$ cat config.mk
export PLATFORM = sky130hd
export DESIGN_NAME = rng_arbiter_flat
export DESIGN_NICKNAME = d
export VERILOG_FILES = /design/src/rtl/rng_arbiter_if.sv /design/src/rtl/rng_arbiter.sv /design/src/flat_wrapper.sv
export SDC_FILE = /design/constraint.sdc
export NUM_CORES = 1
export LEC_CHECK = 0
export BUFFER_PORTS_ARGS = -buffer_cell sky130_fd_sc_hd__buf_2
export CAP_MARGIN = 20
export CELL_PAD_IN_SITES_DETAIL_PLACEMENT = 1
export CELL_PAD_IN_SITES_GLOBAL_PLACEMENT = 1
export CORE_UTILIZATION = 36
export CTS_CLUSTER_DIAMETER = 120
export DETAILED_ROUTE_END_ITERATION = 12
export HOLD_SLACK_MARGIN = 0.06
export PLACE_DENSITY_LB_ADDON = 0.1
export SYNTH_ARGS = -nofsm -noshare
export SYNTH_HDL_FRONTEND = slang
export SYNTH_SLANG_ARGS = --single-unit
$ cat constraint.sdc
create_clock -name clock -period 1.96 [get_ports clock]
set_input_delay 0.196 -clock clock [delete_from_list [all_inputs] [get_ports clock]]
set_output_delay 0.196 -clock clock [all_outputs]
set_load 0.02 [all_outputs]
$ cat src/rtl/rng_arbiter_if.sv
// Requester-side bus of rng_arbiter: requests, one-hot grant, captured random word.
// The RNG_ARB_STATS_EN macro adds grant_count and starve to the bundle.
interface rng_arbiter_if #(
  parameter int NUM_REQ = 3,
  parameter int WIDTH   = 13
);
  logic [NUM_REQ-1:0] req;
  logic [NUM_REQ-1:0] gnt;
  logic [WIDTH-1:0]   rnd_out;
  logic               rnd_valid;
  logic               busy;
`ifdef RNG_ARB_STATS_EN
  logic [7:0]         grant_count;
  logic [NUM_REQ-1:0] starve;
`endif

  // Arbiter side
  modport slave (
    input  req,
    output gnt, rnd_out, rnd_valid, busy
`ifdef RNG_ARB_STATS_EN
    , output grant_count, starve
`endif
  );

  // Requester side
  modport master (
    output req,
    input  gnt, rnd_out, rnd_valid, busy
`ifdef RNG_ARB_STATS_EN
    , input grant_count, starve
`endif
  );
endinterface

$ cat src/rtl/rng_arbiter.sv
// Round-robin arbiter handing captured LFSR words to game-logic requesters,
// with a warm-up period after reset and a cooldown between grants.
// Optional statistics (grant_count, starve) are built when RNG_ARB_STATS_EN is defined.
module rng_arbiter #(
  parameter int NUM_REQ    = 3,
  parameter int WIDTH      = 13,
  parameter int MIN_SHIFTS = 13,
  parameter int WARMUP     = 16
) (
  input  logic             clock,
  input  logic             reset,
  input  logic [WIDTH-1:0] rnd_in,
  rng_arbiter_if.slave     bus
);
  localparam int unsigned N       = NUM_REQ;
  localparam int          PW      = (NUM_REQ > 1) ? $clog2(NUM_REQ) : 1;
  localparam int          CNT_MAX = (WARMUP > MIN_SHIFTS) ? WARMUP : MIN_SHIFTS;
  localparam int          CW      = (CNT_MAX > 1) ? $clog2(CNT_MAX + 1) : 1;

  typedef enum logic [1:0] {
    S_WARMUP,
    S_READY,
    S_COOLDOWN
  } state_t;

  state_t             state, state_n;
  logic [CW-1:0]      cnt, cnt_n;
  logic [PW-1:0]      rr_ptr;
  logic [PW-1:0]      win_idx;
  logic               win_found;
  logic               fire;
  logic [NUM_REQ-1:0] gnt_q;
  logic [WIDTH-1:0]   rnd_q;
  logic               valid_q;

  // Winner search: first requester after rr_ptr, wrapping modulo NUM_REQ
  always_comb begin
    win_found = 1'b0;
    win_idx   = '0;
    for (int unsigned k = 1; k <= N; k++) begin
      int unsigned idx;
      idx = (32'(rr_ptr) + k) % N;
      if (!win_found && bus.req[idx]) begin
        win_found = 1'b1;
        win_idx   = PW'(idx);
      end
    end
  end

  // Next-state and cycle counter
  always_comb begin
    state_n = state;
    cnt_n   = cnt;
    fire    = 1'b0;
    case (state)
      S_WARMUP: begin
        if (cnt == CW'(WARMUP - 1)) begin
          state_n = S_READY;
          cnt_n   = '0;
        end else begin
          cnt_n = cnt + 1'b1;
        end
      end
      S_READY: begin
        if (win_found) begin
          fire    = 1'b1;
          state_n = S_COOLDOWN;
          cnt_n   = '0;
        end
      end
      S_COOLDOWN: begin
        if (cnt == CW'(MIN_SHIFTS - 1)) begin
          state_n = S_READY;
          cnt_n   = '0;
        end else begin
          cnt_n = cnt + 1'b1;
        end
      end
      default: begin
        state_n = S_WARMUP;
        cnt_n   = '0;
      end
    endcase
  end

  // State register and grant pulse registration
  always_ff @(posedge clock) begin
    if (reset) begin
      state   <= S_WARMUP;
      cnt     <= '0;
      rr_ptr  <= PW'(NUM_REQ - 1);
      gnt_q   <= '0;
      rnd_q   <= '0;
      valid_q <= 1'b0;
    end else begin
      state   <= state_n;
      cnt     <= cnt_n;
      valid_q <= fire;
      gnt_q   <= fire ? (NUM_REQ'(1) << win_idx) : '0;
      if (fire) begin
        rnd_q  <= rnd_in;
        rr_ptr <= win_idx;
      end
    end
  end

  assign bus.gnt       = gnt_q;
  assign bus.rnd_out   = rnd_q;
  assign bus.rnd_valid = valid_q;
  assign bus.busy      = (state != S_READY);

`ifdef RNG_ARB_STATS_EN
  localparam int unsigned LIMIT = 4 * NUM_REQ * (MIN_SHIFTS + 1);
  localparam int          WW    = $clog2(LIMIT + 2);

  logic [7:0]         gcount;
  logic [NUM_REQ-1:0] starve_q;
  logic [WW-1:0]      wait_cnt [NUM_REQ];

  // Saturating grant count and per-requester wait tracking
  always_ff @(posedge clock) begin
    if (reset) begin
      gcount   <= '0;
      starve_q <= '0;
      for (int unsigned i = 0; i < N; i++) wait_cnt[i] <= '0;
    end else begin
      if (fire && gcount != '1) gcount <= gcount + 1'b1;
      for (int unsigned i = 0; i < N; i++) begin
        if (fire && 32'(win_idx) == i) begin
          wait_cnt[i] <= '0;
          starve_q[i] <= 1'b0;
        end else if (bus.req[i]) begin
          if (wait_cnt[i] != WW'(LIMIT + 1)) wait_cnt[i] <= wait_cnt[i] + 1'b1;
          if (wait_cnt[i] == WW'(LIMIT)) starve_q[i] <= 1'b1;
        end else begin
          wait_cnt[i] <= '0;
        end
      end
    end
  end

  assign bus.grant_count = gcount;
  assign bus.starve      = starve_q;
`endif
endmodule

$ cat src/flat_wrapper.sv
// flat-port wrapper written by rule: the top's interface ports become plain ports
module rng_arbiter_flat 
#(
  parameter int NUM_REQ    = 3,
  parameter int WIDTH      = 13,
  parameter int MIN_SHIFTS = 13,
  parameter int WARMUP     = 16
)
  (clock, reset, rnd_in, bus_req, bus_gnt, bus_rnd_out, bus_rnd_valid, bus_busy);
  rng_arbiter_if #(.NUM_REQ(NUM_REQ), .WIDTH(WIDTH)) bus_i ();
  input  logic clock;
  input  logic reset;
  input  logic [WIDTH-1:0] rnd_in;
  input wire logic [$bits(bus_i.req)-1:0] bus_req;
  output wire logic [$bits(bus_i.gnt)-1:0] bus_gnt;
  output wire logic [$bits(bus_i.rnd_out)-1:0] bus_rnd_out;
  output wire logic [$bits(bus_i.rnd_valid)-1:0] bus_rnd_valid;
  output wire logic [$bits(bus_i.busy)-1:0] bus_busy;
  assign bus_i.req = bus_req;
  assign bus_gnt = bus_i.gnt;
  assign bus_rnd_out = bus_i.rnd_out;
  assign bus_rnd_valid = bus_i.rnd_valid;
  assign bus_busy = bus_i.busy;
  rng_arbiter #(.NUM_REQ(NUM_REQ), .WIDTH(WIDTH), .MIN_SHIFTS(MIN_SHIFTS), .WARMUP(WARMUP)) u_core (.clock(clock), .reset(reset), .rnd_in(rnd_in), .bus(bus_i));
endmodule
==> results.py <==
metrics = {
    "run_status": {
        "status": "finished, violations left",
        "violations": "setup timing",
    },
    "worst_setup_path": {
        "crit_arrival_ps": 2190,
        "start_kind": "flop",
        "required_ps": 2130,
        "crit_type": "reg -> reg",
        "crit_fanout": 6,
        "rr_worst_depth": 9,
        "critPathCaptureType": "flop",
    },
    "placed_design": {
        "dp_hpwl_um": 3360,
        "gp_congestion": 0.778,
        "dpl_cell_area_um2": 1890,
        "dp_worst_setup_slack_ps": -202,
        "port_buffers": 35,
    },
    "finish": {
        "design_area_um2": 2070,
        "layout_commonest_cell": "buf_2",
        "final_cell_mix": "buf_2, dfxtp_1, nand2_1, buf_4, mux2i_1",
        "fin_nets": 254,
        "areaGrowthSynthToFinish_pct": 29.9,
        "drive_gt1_frac": 0.357,
        "antenna_cells": 0,
        "post-route-util": 0.503,
    },
    "global_routing": {
        "antenna_found_initial": 0,
        "gr-total-overflow": 0,
        "grt_usage": 0.219,
        "grt_pass1_vias": 1611,
        "grt_max_degree": 29,
        "grt_pass1_wl_um": 7620,
    },
    "clock_network": {
        "cts_sinks": 26,
        "cts_root_buffer": "clkbuf_8",
        "insertion_delay_ps": 280,
        "hold_buffers": 0,
        "numCtsBuffers": 3,
        "cts_tree": "done",
        "clk_pin_slew_worst_paths_ps": 90,
        "h-tree-depth": 1,
        "clockBufferDepth": 2,
    },
    "power": {
        "pwr-share-comb": 0.394,
        "seq_power_share": 0.387,
        "clkPwrFrac": 0.219,
        "power.density_cell_area_nw_per_um2": 804,
        "leakage_uw": 0.000967,
        "intPower_uw": 1060,
        "vdd_drop_max_uv": 393,
        "swShare": 0.360,
        "switchingPower_uw": 600,
    },
    "timing": {
        "hold_viol": 0,
        "finalSetupViolCount": 17,
        "slew_viol_final": 0,
        "fmax_mhz": 494,
        "tns_ps": -602,
        "rsz0062_at_grt": "true",
        "holdWs_ps": 338,
        "slew_headroom": 0.505,
        "fin_crit_sh": 1.03,
        "fin_crit_ps": 2020,
        "worst_pin_slew_ps": 742,
        "skew_ps": 7.47,
        "setup_slack_ps": -63.0,
    },
    "synthesis": {
        "syn_nets": 207,
        "yosysSeqAreaShare": 0.327,
        "avgSynthCellArea_um2": 8.80,
        "async_reset_ff_frac": 0,
        "ys_ff_latch": 26,
        "yosys_warnings": 0,
        "ys.flop_type": "dfxtp_1",
        "ys_types": 40,
        "synth_area_um2": 1590,
        "synthCells": 181,
        "synth_edf_count": 0,
    },
    "worst_hold_path": {
        "hold_path.class": "in -> reg",
        "hold-path-cell-count": 2,
    },
    "routing": {
        "route.detailed.drc": 0,
        "wl_per_cell_um": 17.0,
        "antenna_left": 0,
        "drt-initial-drc-count": 45,
        "drt-total-wl_um": 4700,
        "firstDrtPassIters": 4,
        "viasPerCell": 5.61,
        "vias": 1555,
    },
    "flow_run": {
        "drv_cap": 0,
    },
    "floorplanning": {
        "dieWidth_um": 68.5,
        "die_y_um": 68.5,
        "pin_count": 36,
        "fp.coreArea_um2": 4120,
        "start_util": 0.387,
        "die_area_um2": 4690,
        "fp-row-count": 23,
    },
}
[logic make-up (layout without fill, tap and decap cells)]
family	after synthesis	after routing	share of synthesized area
AO/OA/AOI/OAI	36	36	0.181
adder cells (fa/ha/maj)	8	8	0.0628
buffers and inverters	23	69	0.0746
flip-flops	26	26	0.327
multiplexers	16	16	0.101
AND/OR/NAND/NOR	72	72	0.255
[timing repair]
item,4_1_cts,5_1_grt
resized for setup,12,5
setup buffers,3,2
endpoints found under the hold margin,0,0
setup endpoints to repair,24,23
pin swaps,3,6
[worst paths after layout]
check	from	end	slack, ps
setup reg to reg	u_core.rr_ptr[0]	u_core.state[1]	-60
hold / removal	reset	u_core.cnt[2]	340
hold reg to reg	u_core.bus.rnd_out[6]	u_core.bus.rnd_out[6]	520
setup / recovery	u_core.rr_ptr[0]	u_core.state[1]	-60
[state kept, by name, summed over array words and instances, names as in the netlist]
register,flops
u_core.bus.rnd_out,13
u_core.bus.gnt,3
u_core.cnt,5
u_core.rr_ptr,2
u_core.bus.rnd_valid,1
u_core.state,2
[per-layer routing]
| layer | up-vias | routed length (um) | part of all wire | track usage |
|---|---|---|---|---|
| li1 | 760 | - | - | - |
| met3 | 4 | 171 | 0.036 | 0.0411 |
| met1 | 751 | 2070 | 0.44 | 0.258 |
| met2 | 40 | 2420 | 0.52 | 0.406 |
| met4 | 0 | 36 | 0.0077 | 0.0469 |
| met5 | - | 0 | 0 | 0 |
[through the flow]
| stage | instances | total power [uW] |
|---|---|---|
| 6_report | 277 | 1660 |
| 5_1_grt | 277 | 1750 |
| 4_1_cts | 275 | 1650 |
| 3_5_place_dp | 268 | 1220 |
| 3_3_place_gp | 268 | 1180 |
| 2_1_floorplan | 181 | 1020 |
[Yosys cell counts (all sizes together), types with 2 or more instances]
| master | count | share of area |
|---|---|---|
| dfxtp | 26 | 0.33 |
| nand2 | 18 | 0.044 |
| mux2i | 16 | 0.10 |
| a32oi | 14 | 0.077 |
| and3 | 14 | 0.055 |
| nor3b | 13 | 0.061 |
| inv | 10 | 0.024 |
| clkbuf | 9 | 0.024 |
| a21oi | 8 | 0.025 |
| ha | 8 | 0.063 |
| nor2 | 8 | 0.019 |
| nand3 | 6 | 0.019 |
| buf | 4 | 0.027 |
| a211oi | 3 | 0.017 |
| a311oi | 3 | 0.024 |
| nand2b | 3 | 0.012 |
| o21ai | 2 | 0.0063 |
| or2 | 2 | 0.0079 |
[final cells by class]
cell class	count	area, um2
fillers	501	2050
multi-input cells	132	1020
flip-flops and latches	26	526
repair buffers	55	363
well taps	50	62.6
clock buffers	4	55.1
inverters	10	40.0
[power by group through the flow]
stage	combinational, uW	clock [uW]	sequential (uW)
finish	656	364	643
floorplan	337	0	682
global route	713	389	652
CTS	631	373	643
detailed placement	567	0	653
global placement	539	0	646
[worst max-delay path: stages (launching register included)]
cell	delay, ps
dfxtp_4	390
inv_4	50
ha_4	260
inv_2	30
a221o_1	300
a211oi_4	360
buf_12	170
buf_4	100
a211oi_2	70
o21bai_1	170
No activity file was read; power rests on OpenSTA's default activity.
